$ cat config.mk
export PLATFORM = sky130hd
export DESIGN_NAME = imem_responder
export DESIGN_NICKNAME = d
export VERILOG_FILES = /design/src/rtl/imem_responder_pkg.sv /design/src/rtl/imem_array.sv /design/src/rtl/imem_responder.sv
export SDC_FILE = /design/constraint.sdc
export NUM_CORES = 1
export LEC_CHECK = 0
export BUFFER_PORTS_ARGS = -buffer_cell sky130_fd_sc_hd__buf_4
export CAP_MARGIN = 20
export CORE_MARGIN = 2
export CORE_UTILIZATION = 50
export DETAILED_ROUTE_END_ITERATION = 16
export HOLD_SLACK_MARGIN = 0.05
export PLACE_DENSITY_LB_ADDON = 0.08
export SKIP_LAST_GASP = 1
export SLEW_MARGIN = 20
export SYNTH_ARGS = -nofsm -noshare
export SYNTH_HDL_FRONTEND = slang
export SYNTH_SLANG_ARGS = --single-unit
$ cat constraint.sdc
create_clock -name im_clk -period 2.6 [get_ports im_clk]
set_input_delay 0.26 -clock im_clk [delete_from_list [all_inputs] [get_ports im_clk]]
set_output_delay 0.26 -clock im_clk [all_outputs]
set_load 0.05 [all_outputs]
$ cat src/rtl/imem_responder_pkg.sv
// Shared definitions for the instruction-memory responder: FSM encodings,
// the default no-op word and the wait-state counter width.
package imem_responder_pkg;

   // Wait-state counter width; supports LATENCY up to 15.
   localparam int unsigned CNT_W = 4;

   // addi x0, x0, 0 -- returned for out-of-range reads and after reset.
   localparam logic [31:0] NOP_WORD = 32'h00000013;

   typedef enum logic [1:0] {
      IM_IDLE = 2'd0,
      IM_WAIT = 2'd1,
      IM_RESP = 2'd2
   } im_state_e;

endpackage

$ cat src/rtl/imem_array.sv
// Program store: synchronous write, registered read. Reads of an address
// outside DEPTH return FILL with the error flag set. With IMEM_PARITY_EN
// defined, each word carries an even-parity bit that is checked on read and
// an inject_perr input corrupts the stored parity on write.
module imem_array
   import imem_responder_pkg::*;
#(
   parameter int unsigned       WIDTH = 32,
   parameter int unsigned       AW    = 5,
   parameter int unsigned       DEPTH = 32,
   parameter logic [WIDTH-1:0]  FILL  = WIDTH'(NOP_WORD)
) (
   input  logic             clk,
   input  logic             rst_n,
   input  logic             rd_en,
   input  logic [AW-1:0]    raddr,
   input  logic             we,
   input  logic [AW-1:0]    waddr,
   input  logic [WIDTH-1:0] wdata,
`ifdef IMEM_PARITY_EN
   input  logic             inject_perr,
`endif
   output logic [WIDTH-1:0] rdata,
   output logic             rerr
);

   localparam int unsigned IDXW = (DEPTH > 1) ? $clog2(DEPTH) : 1;

   logic [WIDTH-1:0] mem [DEPTH];
   logic             w_ok;
   logic             r_ok;
   logic [IDXW-1:0]  widx;
   logic [IDXW-1:0]  ridx;

   assign w_ok = 32'(waddr) < DEPTH;
   assign r_ok = 32'(raddr) < DEPTH;
   assign widx = waddr[IDXW-1:0];
   assign ridx = raddr[IDXW-1:0];

   // Loader write; storage is deliberately not reset so a program survives reset.
   always_ff @(posedge clk) begin
      if (we && w_ok) begin
         mem[widx] <= wdata;
      end
   end

`ifdef IMEM_PARITY_EN
   logic par [DEPTH];

   // Parity column written alongside the data; inject flips it for testing.
   always_ff @(posedge clk) begin
      if (we && w_ok) begin
         par[widx] <= (^wdata) ^ inject_perr;
      end
   end

   // Registered read: old data is returned if a write hits the same edge.
   always_ff @(posedge clk or negedge rst_n) begin
      if (!rst_n) begin
         rdata <= FILL;
         rerr  <= 1'b0;
      end else if (rd_en) begin
         if (r_ok) begin
            rdata <= mem[ridx];
            rerr  <= (^mem[ridx]) != par[ridx];
         end else begin
            rdata <= FILL;
            rerr  <= 1'b1;
         end
      end
   end
`else
   // Registered read: old data is returned if a write hits the same edge.
   always_ff @(posedge clk or negedge rst_n) begin
      if (!rst_n) begin
         rdata <= FILL;
         rerr  <= 1'b0;
      end else if (rd_en) begin
         if (r_ok) begin
            rdata <= mem[ridx];
            rerr  <= 1'b0;
         end else begin
            rdata <= FILL;
            rerr  <= 1'b1;
         end
      end
   end
`endif

endmodule

$ cat src/rtl/imem_responder.sv
// Instruction-memory responder: memory side of the fetch syn/ack handshake.
// Captures a read request, waits LATENCY cycles, then pulses ack for one
// cycle with the registered word. Loader writes are independent of the FSM.
// Optional feature macro: IMEM_PARITY_EN (adds im_i_inject_perr and a parity
// check that raises im_o_err on mismatch).
module imem_responder
   import imem_responder_pkg::*;
#(
   parameter int unsigned        IWIDTH    = 32,
   parameter int unsigned        AWIDTH    = 5,
   parameter int unsigned        DEPTH     = 32,
   parameter int unsigned        LATENCY   = 1,
   parameter logic [IWIDTH-1:0]  NOP_INSTR = IWIDTH'(NOP_WORD)
) (
   input  logic              im_clk,
   input  logic              im_rst,
   input  logic              im_i_syn,
   input  logic [AWIDTH-1:0] im_i_addr,
   input  logic              im_i_flush,
   output logic              im_o_ack,
   output logic [IWIDTH-1:0] im_o_instr,
   output logic              im_o_err,
   input  logic              im_i_we,
   input  logic [AWIDTH-1:0] im_i_waddr,
   input  logic [IWIDTH-1:0] im_i_wdata,
`ifdef IMEM_PARITY_EN
   input  logic              im_i_inject_perr,
`endif
   output logic              im_o_busy
);

   // Counter preload: the WAIT state is left on the edge where it reads 0.
   localparam logic [CNT_W-1:0] LAT_LOAD =
      (LATENCY == 0) ? '0 : CNT_W'(LATENCY - 1);

   im_state_e         state_q, state_d;
   logic [CNT_W-1:0]  cnt_q, cnt_d;
   logic [AWIDTH-1:0] addr_q, addr_d;
   logic              rd_en;
   logic [AWIDTH-1:0] raddr;

   // State, counter and captured-address registers.
   always_ff @(posedge im_clk or negedge im_rst) begin
      if (!im_rst) begin
         state_q <= IM_IDLE;
         cnt_q   <= '0;
         addr_q  <= '0;
      end else begin
         state_q <= state_d;
         cnt_q   <= cnt_d;
         addr_q  <= addr_d;
      end
   end

   // Next-state logic; rd_en fires exactly on the edge that enters RESP.
   always_comb begin
      state_d = state_q;
      cnt_d   = cnt_q;
      addr_d  = addr_q;
      rd_en   = 1'b0;
      raddr   = addr_q;
      unique case (state_q)
         IM_IDLE: begin
            if (im_i_syn && !im_i_flush) begin
               addr_d = im_i_addr;
               if (LATENCY == 0) begin
                  // Zero wait states: the read uses the live address.
                  state_d = IM_RESP;
                  rd_en   = 1'b1;
                  raddr   = im_i_addr;
               end else begin
                  cnt_d   = LAT_LOAD;
                  state_d = IM_WAIT;
               end
            end
         end
         IM_WAIT: begin
            if (im_i_flush) begin
               state_d = IM_IDLE;
            end else if (cnt_q == '0) begin
               state_d = IM_RESP;
               rd_en   = 1'b1;
            end else begin
               cnt_d = cnt_q - CNT_W'(1);
            end
         end
         IM_RESP: begin
            // Ack is committed; a flush here has no effect.
            state_d = IM_IDLE;
         end
         default: begin
            state_d = IM_IDLE;
         end
      endcase
   end

   // Handshake outputs decoded from the current state.
   always_comb begin
      im_o_ack  = (state_q == IM_RESP);
      im_o_busy = (state_q != IM_IDLE);
   end

   imem_array #(
      .WIDTH (IWIDTH),
      .AW    (AWIDTH),
      .DEPTH (DEPTH),
      .FILL  (NOP_INSTR)
   ) u_array (
      .clk         (im_clk),
      .rst_n       (im_rst),
      .rd_en       (rd_en),
      .raddr       (raddr),
      .we          (im_i_we),
      .waddr       (im_i_waddr),
      .wdata       (im_i_wdata),
`ifdef IMEM_PARITY_EN
      .inject_perr (im_i_inject_perr),
`endif
      .rdata       (im_o_instr),
      .rerr        (im_o_err)
   );

endmodule

==> metrics.txt <==
status=finished, final reports clean; Placeable Area=82100 sq um; proportion of layout cells with a drive suffix above 1=18.2%; nets=2490; Die W=292 um; antenna diode count=0; Pwr Total=0.0414 W; Multi-input gate area=9180 sq um; clock skew=35.0 ps; Critical Path Slowest Stage Cell=dfrtp_1; full die area=85400 sq um; worst flop-to-flop path startpoint=addr_q[1]$_DFFE_PN0P_; most frequent cell after synthesis=edfxtp_1; Worst Path Max Fanout=32; GR Overflow Total=0; Worst setup EP type=flip-flop; RSZ-0062 raised after global routing=false; register area share after synthesis=76.7%; Comb power frac=16.5%; clock network fraction of design power=36.3%; Worst path max stage delay=460 ps; Worst setup SP type=flip-flop; setup violators final=0; Max transition margin=39.6%; worst r2r dst=u_array.rdata[27]$_DFFE_PN0P_; Cell Chain, Critical Path=nor2b_4, buf_12, buf_12, a22o_1, a221oi_1, o22ai_1, o41ai_2; H-Tree Depth=3; fmax=0.449 GHz; Avg Inst Size Synth=18.7 sq um; global-route wire length before repair=154 mm; antenna violations before repair=0; max-cap violations=0; Yosys top cell area share=74.1%; Cell Area, Synth=41500 sq um; Netlist cell types=38; reg2reg path depth=7; CP top delay family=compound AO/OA/AOI/OAI gates; WS Path Type=flip-flop to flip-flop; largest area contributor in the netlist=edfxtp_1; Reg clk slew, reported paths=60 ps; vias in the first global route=21900; R2R Setup Slk=370 ps; Routed Antenna Nets=0; Root Buffer=clkbuf_16; Synth Instances=2216; Critical Path AT=2790 ps; DRC=0; Die H=292 um; PortBufs=80; Std-Cell Rows=105; FILL cells=6031; I/O pin count=82; placed insts=3363; Clock Latency Late Sink=680 ps; internal cell power=0.0305 W; final critical-path share of the clock period=85.7%; DR vias/cell=6.13; Pleak=17.0 nW; Post-synth top cells=1024 x edfxtp_1, 513 x mux2i_1, 128 x a22oi_1; min-delay worst type=input pin to async pin; Sequential cell area=31800 sq um; fraction of registers with async set/reset=4.03%; count of non-filler cells in the finished layout=3603; DR WL/cell=29.9 um; initial core utilization=50.6%; Sink Count=1067; cts bufs inserted=105; sequential share of power=47.2%; largest net degree at the start of global routing=66; #FFs+latches synth=1067; Ys Warns=0; Area growth syn-to-layout=16.7%; worst path buffer plus inverter count=2; Syn Nets=2265; final hold vios=0; sw frac=26.3%; Slew Limit Fails=0; total track usage=25.2%; Psw=0.0109 W; Least-Margin Pin Slew=907 ps; cell mode on critical path=buf_12; total number of vias=22100; data required time at the worst endpoint=3160 ps; EDFF count, synth=1024; Power Density=854 nW/um^2; final setup TNS=0 ps; most common flop cell mapped by yosys=edfxtp_1; Final Wtd Congestion=0.761; min Tclk post-route=2230 ps; CTS tree=done; Longest Clk Path Bufs=3; DPL Wire Length=56.4 mm; top post-synthesis cells by area=edfxtp_1 74%, mux2i_1 12%, dfrtp_1 2.4%; DRT iter0 DRCs=2188; routed wire length=108 mm; VDD IR max=0.631 mV; drt first pass iters=5
-- per-stage QoR --
stage | util [%] | area [sq um] | worst slack, ps | hold slack (ps)
finish | 59.0 | 48400 | 372 | 277
global route | 59.0 | 48400 | 262 | 281
CTS | 59.0 | 48400 | 358 | 249
detailed placement | 54.3 | 44600 | 369 | 406
global placement | 54.3 | 44600 | 400 | 397
floorplan | - | 41500 | -94.1 | -35.6
-- power groups by stage --
stage | clock network (W) | registers [W] | logic, W
after floorplan | 0 | 0.0205 | 0.00384
after global placement | 0 | 0.0199 | 0.00673
after detailed placement | 0 | 0.0199 | 0.00680
after CTS | 0.0152 | 0.0195 | 0.00687
after global routing | 0.0159 | 0.0196 | 0.00722
final | 0.0150 | 0.0195 | 0.00682
-- registers in the layout, indices dropped and copies added (netlist names) --
signal         flops
u_array.mem     1024
u_array.rdata     32
addr_q             5
cnt_q              4
state_q            2
-- per-layer routing --
metal / track usage, % / wire (um) / vias to the layer above
met1: 37.8 / 48500 / 11600
met3: 3.74 / 7310 / 146
met5: 0 / 0 / -
met2: 39.3 / 49900 / 800
met4: 5.95 / 2210 / 0
li1: - / - / 9530
-- cells in the final DEF, fill, tap and decap left out, types with 6 or more instances in the layout --
cell type,count
a22o_1,64
o22ai_1,32
buf_4,161
mux2i_1,513
a221oi_1,53
o41ai_2,31
buf_12,51
clkbuf_1,29
nand2_1,36
dlygate4sd3_1,41
a21oi_1,64
clkinv_1,18
clkbuf_16,105
clkbuf_8,17
nor2_4,33
dfrtp_1,39
a22oi_1,128
a221oi_2,11
bufinv_16,6
nor2_1,7
nand3b_1,7
clkinv_2,15
edfxtp_1,1024
-- cell type report --
class	count	area share [%]
Tap cell	1070	2.76
Clock buffer	151	6.13
Inverter	4	0.0310
Clock inverter	48	0.961
Multi-Input combinational cell	1010	18.9
Timing Repair Buffer	253	5.45
Sequential cell	1067	65.7
-- worst max path at each step --
stage                     startpoint                            end  slack, ps  cells after the start
2_1_floorplan          im_i_waddr[1]   u_array.mem[12][0]$_DFFE_PP_        -90                      3
5_1_grt        addr_q[0]$_DFFE_PN0P_  u_array.rdata[21]$_DFFE_PN0P_        260                      7
4_1_cts        addr_q[1]$_DFFE_PN0P_  u_array.rdata[27]$_DFFE_PN0P_        360                      7
3_3_place_gp   addr_q[1]$_DFFE_PN0P_  u_array.rdata[27]$_DFFE_PN0P_        400                      7
3_5_place_dp   addr_q[1]$_DFFE_PN0P_  u_array.rdata[27]$_DFFE_PN0P_        370                      7
6_report       addr_q[1]$_DFFE_PN0P_  u_array.rdata[27]$_DFFE_PN0P_        370                      7
-- cell families (layout without fill, tap and decap cells) --
logic type               Yosys count  in the layout  synth area share, %
flip-flops                      1067           1067                 76.7
multiplexers                     518            518                 12.5
AO/OA/AOI/OAI                    385            385                 7.68
buffers and inverters            139            456                 1.93
AND/OR/NAND/NOR                  102            102                 1.12
adder cells (fa/ha/maj)            2              2               0.0603
XOR/XNOR                           2              2               0.0422
other                              1              1              0.00903
-- repair_timing --
action,CTS,global route
setup buffers,0,0
hold buffers,41,0
resized for setup,0,0
hold endpoints to repair,1068,0
Power figures use the tool's default switching activity.
